`src/rtl/pipe_skid_reg.sv`:
```
// Valid/ready pipeline register with an optional second (skid) entry.
// SKID=1 registers in_ready; SKID=0 uses a single entry with combinational in_ready.
module pipe_skid_reg #(
  parameter int              WIDTH     = 32,
  parameter bit              SKID      = 1'b1,
  parameter logic [WIDTH-1:0] RESET_VAL = '0
) (
  input  logic             clk,
  input  logic             reset,
  input  logic             flush,
  input  logic             in_valid,
  output logic             in_ready,
  input  logic [WIDTH-1:0] in_data,
  output logic             out_valid,
  input  logic             out_ready,
  output logic [WIDTH-1:0] out_data,
  output logic [1:0]       count
);

  typedef enum logic [1:0] {
    EMPTY = 2'd0,
    ONE   = 2'd1,
    TWO   = 2'd2
  } state_t;

  state_t           state_r;
  state_t           state_nxt_s;
  logic [WIDTH-1:0] main_r;
  logic [WIDTH-1:0] main_nxt_s;
  logic [WIDTH-1:0] skid_r;
  logic [WIDTH-1:0] skid_nxt_s;
  logic             out_valid_r;
  logic [1:0]       count_r;
  logic             in_fire_s;
  logic             out_fire_s;

  assign in_fire_s  = in_valid & in_ready;
  assign out_fire_s = out_valid_r & out_ready;
  assign out_valid  = out_valid_r;
  assign out_data   = main_r;
  assign count      = count_r;

  generate
    if (SKID) begin : g_skid
      logic in_ready_r;

      // in_ready drops only when the next state holds both entries.
      always_ff @(posedge clk or posedge reset) begin
        if (reset) begin
          in_ready_r <= 1'b0;
        end else begin
          in_ready_r <= (state_nxt_s != TWO);
        end
      end

      assign in_ready = in_ready_r;
    end else begin : g_noskid
      assign in_ready = out_ready | ~out_valid_r;
    end
  endgenerate

  // Next-state and storage update; flush wins over every fire and leaves storage intact.
  always_comb begin
    state_nxt_s = state_r;
    main_nxt_s  = main_r;
    skid_nxt_s  = skid_r;
    if (flush) begin
      state_nxt_s = EMPTY;
    end else begin
      case (state_r)
        EMPTY: begin
          if (in_fire_s) begin
            state_nxt_s = ONE;
            main_nxt_s  = in_data;
          end else begin
            state_nxt_s = EMPTY;
          end
        end
        ONE: begin
          if (in_fire_s && out_fire_s) begin
            state_nxt_s = ONE;
            main_nxt_s  = in_data;
          end else if (in_fire_s && (SKID == 1'b1)) begin
            state_nxt_s = TWO;
            skid_nxt_s  = in_data;
          end else if (out_fire_s) begin
            state_nxt_s = EMPTY;
          end else begin
            state_nxt_s = ONE;
          end
        end
        TWO: begin
          if (out_fire_s) begin
            state_nxt_s = ONE;
            main_nxt_s  = skid_r;
          end else begin
            state_nxt_s = TWO;
          end
        end
        default: begin
          state_nxt_s = EMPTY;
        end
      endcase
    end
  end

  // State, payload storage and registered status outputs.
  always_ff @(posedge clk or posedge reset) begin
    if (reset) begin
      state_r     <= EMPTY;
      main_r      <= RESET_VAL;
      skid_r      <= RESET_VAL;
      out_valid_r <= 1'b0;
      count_r     <= 2'd0;
    end else begin
      state_r     <= state_nxt_s;
      main_r      <= main_nxt_s;
      skid_r      <= skid_nxt_s;
      out_valid_r <= (state_nxt_s != EMPTY);
      count_r     <= state_nxt_s;
    end
  end

endmodule
```
`config.mk`:
```
export PLATFORM = sky130hd
export DESIGN_NAME = pipe_skid_reg
export DESIGN_NICKNAME = d
export VERILOG_FILES = /design/src/rtl/pipe_skid_reg.sv
export SDC_FILE = /design/constraint.sdc
export NUM_CORES = 1
export LEC_CHECK = 0
export CORE_MARGIN = 4
export CORE_UTILIZATION = 55
export CTS_BUF_LIST = sky130_fd_sc_hd__clkbuf_2 sky130_fd_sc_hd__clkbuf_4 sky130_fd_sc_hd__clkbuf_8
export DETAILED_ROUTE_END_ITERATION = 10
export HOLD_SLACK_MARGIN = 0.02
export PLACE_DENSITY = 0.86
export SYNTH_ARGS = -nofsm -noshare
export SYNTH_HDL_FRONTEND = slang
export SYNTH_SLANG_ARGS = --single-unit
```
`constraint.sdc`:
```
create_clock -name clk -period 6.4 [get_ports clk]
set_input_delay 1.28 -clock clk [delete_from_list [all_inputs] [get_ports clk]]
set_output_delay 1.28 -clock clk [all_outputs]
set_load 0.05 [all_outputs]
```
==> results.cfg, run 1 <==
[synth]
synth_fp_nets = 319
synthFlopType = dfrtp_1
yosysUniqueCellTypes = 24
postSynthAreaPerCell_um2 = 11.8
synth_largest_area_cell = dfrtp_1
synth_top_area_share_pct = 51.1
syn_inst = 282
seq_area_frac_synth_pct = 51.1
synth_area_leaders = dfrtp_1 (51%), mux2_2 (9.8%), and3b_1 (8.9%)
synth-edff-count = 0
yosysWarnings = 0
syn_area_mm2 = 0.00333
postSynth.asyncResetShare_pct = 100
ys_seq_elements = 68

[detailed_routing]
num_vias = 2634
wl_met3_um = 456
drt_first_iter_violations = 169
avgRoutedWirePerCell_um = 19.4
drtAntennaViolNets = 0
routed.top_layer = met4
first_pass_iters = 4
wl_met2_um = 4180
wl_met1_um = 3320
drt-total-wl_um = 8110
viasPerCell = 6.29
drc = 0

[worst_setup_path]
critPathLaunchType = primary input
cp_slowest_cell = and3b_1
crit_fanout = 33
crit_family = simple AND/OR/NAND/NOR gates
setup.worst_path.end_class = register
path_cells = clkdlybuf4s50_1, buf_4, and3b_1, a21oi_1, a22oi_1
cp_num_buf_inv = 2
worstSetupPathType = in -> reg
worst_ep_arrival_time_ps = 3720
max_stage_delay_ps = 1070
worstPathRequired_ps = 6650

[clock_tree]
cts_tree = done
cts-resized-gates = 0
clockBufferDepth = 2
clk_transition_reported_paths_ps = 70
clk_latency_ps = 340
cts_made_buffers = 9
root_buffer = clkbuf_8
htreeDepth = 3
clkSinkCount = 68
hold_buffers = 0
cts_setup_buffers = 0

[finish]
final_area_mm2 = 0.00425
diodes = 0
drive_above_1_share_pct = 16.0
multiInputGateArea_mm2 = 0.00144
final-seq-area_mm2 = 0.00170
fill_cells = 441
nets = 376
area_delta_synth_final_pct = 27.6
finalNonFillerCells = 419

[place]
dp_hpwl_um = 4910
dp_cells = 403
post_dp_cell_area_mm2 = 0.00401
place_congestion = 0.716
io_buffers = 72

[global_route]
grt-ovfl-total = 0
grt_pass1_vias = 2588
grt_max_degree = 69
track_usage_pct = 22.8
grt_pass1_wl_um = 13000
antenna_found_initial = 0

[pwr]
intPower_mw = 1.18
sequentialPowerShare_pct = 37.1
p_total_mw = 1.90
ir_drop_v = 0.000280
p_clk_share_pct = 21.9
power.density_mw_per_mm2 = 447
p_leak_nw = 1.80
switching_share_pct = 38.2
p_switching_uw = 726
p_comb_share_pct = 40.9

[floorplanning]
start_util_pct = 56.6
fp-row-count = 28
io_pins = 73
coreArea_mm2 = 0.00589
dieArea_mm2 = 0.00737
die_h_um = 85.9
die_width_um = 85.9

[flow_run]
cap_violations = 0

[sta]
worst_pin_slew_ps = 1240
max_freq_mhz = 288
slew_violations = 0
slew_headroom_pct = 17.3
finClkSkew_ps = 6.75
setup_viol = 0
rsz0062_at_grt = false
hold_violations = 0
finalCriticalPeriod_ps = 3470
fin_tns_setup_ps = 0
fin_crit_sh_pct = 54.3

[status]
run_status = finished clean

[worst_hold_path]
hold_path.class = reg -> reg
## per-layer routing
metal | vias up | track usage [%]
li1 | 1197 | -
met1 | 1322 | 29.6
met2 | 99 | 37.0
met3 | 16 | 5.86
met4 | 0 | 8.20
met5 | - | 0
## worst reg2reg max path, delay by kind of cell, from the launching register on
family / cells / cell delay [ps]
simple gates: 1 / 260
flops: 1 / 410
buf+inv: 2 / 670
compound gates: 2 / 1050
## flip-flops by register name, indices dropped and copies added, names as in the netlist
register / flops
out_data: 32
skid_r: 32
in_ready: 1
count: 2
out_valid: 1
## metrics by stage
stage	hold WS [ps]	setup slack (ps)	utilization, %
global route	504	2850	72.3
detailed placement	472	2670	68.2
finish	488	2930	72.3
CTS	488	3000	72.3
floorplan	450	3410	-
global placement	460	2750	68.2
## power by group through the flow
stage	clock network [mW]	logic [mW]	registers, mW
finish	0.417	0.778	0.706
global route	0.445	0.822	0.726
detailed placement	0	0.779	0.709
CTS	0.421	0.782	0.703
floorplan	0	0.274	0.959
global placement	0	0.761	0.700
## worst paths after layout
kind	start	endpoint	slack, ps	cells past startpoint
max	flush	out_data[29]	2930	5
max in group asynchronous	reset	skid_r[24]	4350	3
min reg2reg	skid_r[16]	skid_r[16]	490	1
min in group asynchronous	reset	out_data[7]	1500	3
min	skid_r[16]	skid_r[16]	490	1
max reg2reg	count[1]	out_data[21]	3820	5
## logic make-up after synthesis
group / count (synthesis) / share of synthesized area [%]
AOI/OAI and AO/OA: 104 / 21.1
buffers and inverters: 34 / 5.74
DFF: 68 / 51.1
muxes: 33 / 11.1
and+or+nand+nor: 43 / 10.9
## cell usage in the layout (no fill, tap or decap), types with 2 or more instances in the layout
master | Yosys | routed
clkbuf_8 | 0 | 12
clkdlybuf4s50_1 | 0 | 72
a211oi_1 | 32 | 32
bufinv_16 | 0 | 2
mux2_2 | 29 | 29
a21oi_1 | 33 | 33
mux2_1 | 4 | 4
a21o_1 | 2 | 2
buf_4 | 0 | 7
and3b_1 | 34 | 34
nand2_1 | 3 | 3
dfrtp_1 | 68 | 68
a22oi_1 | 32 | 32
## cell type report
cell class | instances | area share (%)
clock buffers | 13 | 4.06
multi-input cells | 180 | 33.9
well taps | 75 | 2.21
clock inverters | 3 | 1.59
flip-flops and latches | 68 | 40.0
repair buffers | 79 | 18.2
inverters | 1 | 0.0883
## synthesized netlist by cell type, types with 2 or more instances
cell type,instances
a22oi_1,32
mux2_1,4
buf_6,6
a21oi_1,33
a211oi_1,32
a21o_1,2
nand2_1,3
clkbuf_1,12
mux2_2,29
buf_2,15
and3b_1,34
dfrtp_1,68
No activity file was read; power rests on OpenSTA's default activity.
==> run 2, diff against run 1 <==
- CORE_UTILIZATION: 55 -> 47
- PLACE_DENSITY: 0.86 -> 0.78
- clock period: 6.4 -> 3 ns (I/O delays scaled with it)
==> run 2 against run 1 <==
  * Critical path depth decreased by 4
  * Sequential cell count stayed put
  * Clock power up 100%
  * Global-route usage shrank 3.3 points
  * Worst hold slack got worse by 37 ps
  * Core utilization shrank 8.9 points
  * Register-to-register slack worse by 2900 ps
  * Setup slack worse by 2100 ps
  * Non-clock buffer count increased by 6
  * Die area is 15% higher
  * Total power grew 110%
  * Sequential share of layout area decreased by 0.68 points
  * Critical endpoint is now in_ready
  * Largest cell class unchanged
  * Highest routed layer unchanged
==> results.cfg, run 2 (synthesized netlist as in run 1, its figures left out) <==
[detailed_routing]
drc = 0
first_pass_iters = 4
routed.top_layer = met4
wl_met1_um = 3370
avgRoutedWirePerCell_um = 17.4
drt_first_iter_violations = 119
drtAntennaViolNets = 0
wl_met2_um = 4000
num_vias = 2490
drt-total-wl_um = 7770
viasPerCell = 5.58
wl_met3_um = 309

[sta]
slew_violations = 0
max_freq_mhz = 460
fin_crit_sh_pct = 72.4
setup_viol = 0
hold_ws_ps = 451
finClkSkew_ps = 7.91
fin_tns_setup_ps = 0
hold_violations = 0
finalCriticalPeriod_ps = 2170
rsz0062_at_grt = false
timing.final.ws_setup_ps = 828
slew_headroom_pct = 64.5
worst_pin_slew_ps = 533

[flow_run]
cap_violations = 0

[place]
dp_hpwl_um = 5180
post-place-ws_ps = 699
dp_cells = 430
io_buffers = 72
place_congestion = 0.719

[global_route]
antenna_found_initial = 0
grt_pass1_vias = 2631
grt_max_degree = 66
track_usage_pct = 19.5
grt-ovfl-total = 0
grt_pass1_wl_um = 13200

[worst_hold_path]
hold_path.class = in -> async

[worst_setup_path]
path_cells = clkdlybuf4s50_1
worst_ep_arrival_time_ps = 1570
setup.worst_path.end_class = primary output
critPathLaunchType = register
crit_family = buffers and inverters
cp_slowest_cell = clkdlybuf4s50_1
crit_fanout = 5
cp_num_buf_inv = 1
worstPathRequired_ps = 2400
max_stage_delay_ps = 830
worstSetupPathType = reg -> out

[clock_tree]
clk_transition_reported_paths_ps = 70
cts_made_buffers = 9
clk_latency_ps = 340
cts_setup_buffers = 0
cts_tree = done
hold_buffers = 0
cts-resized-gates = 0
clkSinkCount = 68
clockBufferDepth = 2
root_buffer = clkbuf_8
htreeDepth = 3

[floorplanning]
die_width_um = 92.2
io_pins = 73
fp-row-count = 30
coreArea_mm2 = 0.00683
dieArea_mm2 = 0.00850
start_util_pct = 48.8
die_h_um = 92.2

[finish]
layout_common_cells = clkdlybuf4s50_1 (70), dfrtp_1 (68), and3b_1 (34)
diodes = 0
fill_cells = 568
utilization_pct = 63.3
nets = 382
area_delta_synth_final_pct = 29.8
drive_above_1_share_pct = 18.0
layout_commonest_cell = clkdlybuf4s50_1
finalNonFillerCells = 446

[pwr]
power.density_mw_per_mm2 = 926
ir_drop_v = 0.000464
p_leak_nw = 1.84

[status]
run_status = finished clean
## run 2: cell count changes in the layout (fill, tap and decap cells not counted), sizes merged
cell,delta
clkinv,+1
clkbuf,-1
buf,+8
clkdlybuf4s50,-2
## run 2: where the power goes
part           switching, mW  total (mW)  leakage (nW)  internal (mW)
logic                  0.988        1.67         0.944          0.678
registers              0.201        1.50         0.780           1.30
clock network          0.334       0.842         0.113          0.508
total                   1.52        4.01          1.84           2.48
## run 2: metal layers
| metal | global-route usage [%] | up-vias |
|---|---|---|
| li1 | - | 1197 |
| met1 | 24.1 | 1226 |
| met2 | 33.9 | 59 |
| met3 | 4.35 | 8 |
| met4 | 5.82 | 0 |
| met5 | 0 | - |
## run 2: cell type report
cell class              count  area [um^2]  share of cell area [%]
clock buffers              12          153                    3.53
clock inverters             4         72.6                    1.68
inverters                   1         3.75                  0.0868
multi-input cells         180         1440                    33.3
flip-flops and latches     68         1700                    39.3
well taps                  96          120                    2.78
repair buffers             85          836                    19.3
## run 2: final timing paths
path / start / depth (start not counted) / to / slack [ps]
hold reg to reg: skid_r[16] / 1 / skid_r[16] / 480
setup reg to reg: count[1] / 4 / out_data[16] / 960
min in group clk: skid_r[16] / 1 / skid_r[16] / 480
hold / removal: reset / 2 / out_data[22] / 450
max in group asynchronous: reset / 3 / out_data[0] / 2000
setup / recovery: in_ready / 1 / in_ready / 830
## run 2: stage by stage
| stage | power (mW) | area (um^2) |
|---|---|---|
| 2_1_floorplan | 2.63 | 3330 |
| 3_3_place_gp | 3.13 | 4100 |
| 3_5_place_dp | 3.19 | 4100 |
| 4_1_cts | 4.04 | 4330 |
| 5_1_grt | 4.21 | 4330 |
| 6_report | 4.01 | 4330 |
==> run 3, diff against run 2 <==
- clock period: 3 -> 1.8 ns (I/O delays scaled with it)
==> run 3 against run 2 <==
  * Setup slack lost 690 ps
  * Via count grew 3.8%
  * Die area is the same
  * Worst hold slack worse by 69 ps
  * Core utilization increased by 0.73 points
  * Sequential share of layout area shrank 0.42 points
  * Non-clock buffer count is 10 higher
  * Total power up 62%
  * Largest power group unchanged
==> results.cfg, run 3 (synthesized netlist as in run 1, its figures left out) <==
[status]
run_status = finished clean

[clock_tree]
htreeDepth = 3
cts_setup_buffers = 0
cts_tree = done
clk_transition_reported_paths_ps = 70
clockBufferDepth = 2
root_buffer = clkbuf_8
cts_made_buffers = 9
cts-resized-gates = 0
clkSinkCount = 68
hold_buffers = 0
clk_latency_ps = 340

[floorplanning]
io_pins = 73
die_width_um = 92.2
die_h_um = 92.2
start_util_pct = 48.8
fp-row-count = 30
dieArea_mm2 = 0.00850
coreArea_mm2 = 0.00683

[global_route]
track_usage_pct = 19.5
grt-ovfl-total = 0
antenna_found_initial = 0
grt_pass1_vias = 2674
grt_pass1_wl_um = 13100
grt_max_degree = 33

[worst_setup_path]
rrSetupSlack_ps = 190
worst_ep_arrival_time_ps = 1880
regToRegStartpoint = out_valid
critPathLaunchType = primary input
crit_end = skid_r[26]
worstPathRequired_ps = 2020
reg2reg_to = skid_r[26]
rr_worst_depth = 4
worstSetupStartpoint = out_ready
setup.worst_path.end_class = register
worstSetupPathType = in -> reg
crit_fanout = 25

[place]
place_congestion = 0.790
dp_hpwl_um = 5490
io_buffers = 72
post_dp_cell_area_mm2 = 0.00418

[sta]
fin_tns_setup_ps = 0
max_freq_mhz = 603
finalCriticalPeriod_ps = 1660
slew_violations = 0
fin_crit_sh_pct = 92.2
slew_headroom_pct = 71.1
rsz0062_at_grt = false
setup_viol = 0
finClkSkew_ps = 7.97
hold_violations = 0
worst_pin_slew_ps = 433

[worst_hold_path]
hold_path.class = in -> async

[detailed_routing]
drtAntennaViolNets = 0
drt_first_iter_violations = 141
avgRoutedWirePerCell_um = 17.5
drt-total-wl_um = 7980
drc = 0
num_vias = 2585
first_pass_iters = 4
viasPerCell = 5.68

[finish]
layout_common_cells = dfrtp_1 (67), buf_4 (50), clkdlybuf4s50_1 (35)
drive_above_1_share_pct = 30.1
fill_cells = 554
diodes = 0
utilization_pct = 64.1
nets = 392
final_area_mm2 = 0.00438
area_delta_synth_final_pct = 31.3
layout_commonest_cell = dfrtp_1

[flow_run]
cap_violations = 0

[pwr]
ir_drop_v = 0.000762
power.density_mw_per_mm2 = 1490
p_leak_nw = 1.92
-- run 3: cell count changes in the layout (fill, tap and decap cells not counted) --
cell             change
buf_4               +38
clkdlybuf4s50_1     -35
buf_12               +7
bufinv_16            -1
clkbuf_4             +1
dfrtp_1              -1
dfrtp_2              +1
inv_2                -1
-- run 3: metal layers --
| metal | track usage, % | wire length, um |
|---|---|---|
| met1 | 23.9 | 3460 |
| met2 | 33.2 | 4000 |
| met5 | 0 | 0 |
| met4 | 7.30 | 174 |
| met3 | 5.00 | 339 |
-- run 3: where the power goes --
group          total (mW)  leakage [nW]  internal (mW)  switching [mW]
Clock                1.24         0.104          0.715           0.529
Combinational        2.76          1.04           1.09            1.67
Sequential           2.50         0.779           2.17           0.334
Total                6.50          1.92           3.97            2.53
-- run 3: area by class of cell --
cell class | instances | area [um^2] | share of cell area [%]
flip-flops and latches | 68 | 1700 | 38.9
multi-input cells | 180 | 1440 | 32.9
repair buffers | 95 | 911 | 20.8
clock buffers | 13 | 160 | 3.66
well taps | 96 | 120 | 2.74
clock inverters | 2 | 35.0 | 0.800
inverters | 1 | 7.51 | 0.172
-- run 3: critical path: stages --
cell	delay (ps)
clkdlybuf4s50_1	460
a21bo_2	250
nor3_4	220
buf_12	220
mux2_2	360
-- run 3: metrics by stage --
step	power, mW	cells	setup WS (ps)	hold WS [ps]
final	6.50	455	141	382
after global routing	6.84	455	90.7	404
after CTS	6.55	455	147	388
after detailed placement	5.29	440	-197	471
after global placement	5.20	440	-157	459
after floorplan	4.39	282	16.9	450
-- run 3: how the worst min path moves through the flow --
stage | from | end | slack, ps | cells after the start
CTS | reset | skid_r[22] | 390 | 2
global placement | skid_r[2] | skid_r[2] | 460 | 1
finish | reset | skid_r[0] | 380 | 2
global route | reset | skid_r[5] | 400 | 2
floorplan | skid_r[16] | skid_r[16] | 450 | 1
detailed placement | skid_r[5] | skid_r[5] | 470 | 1
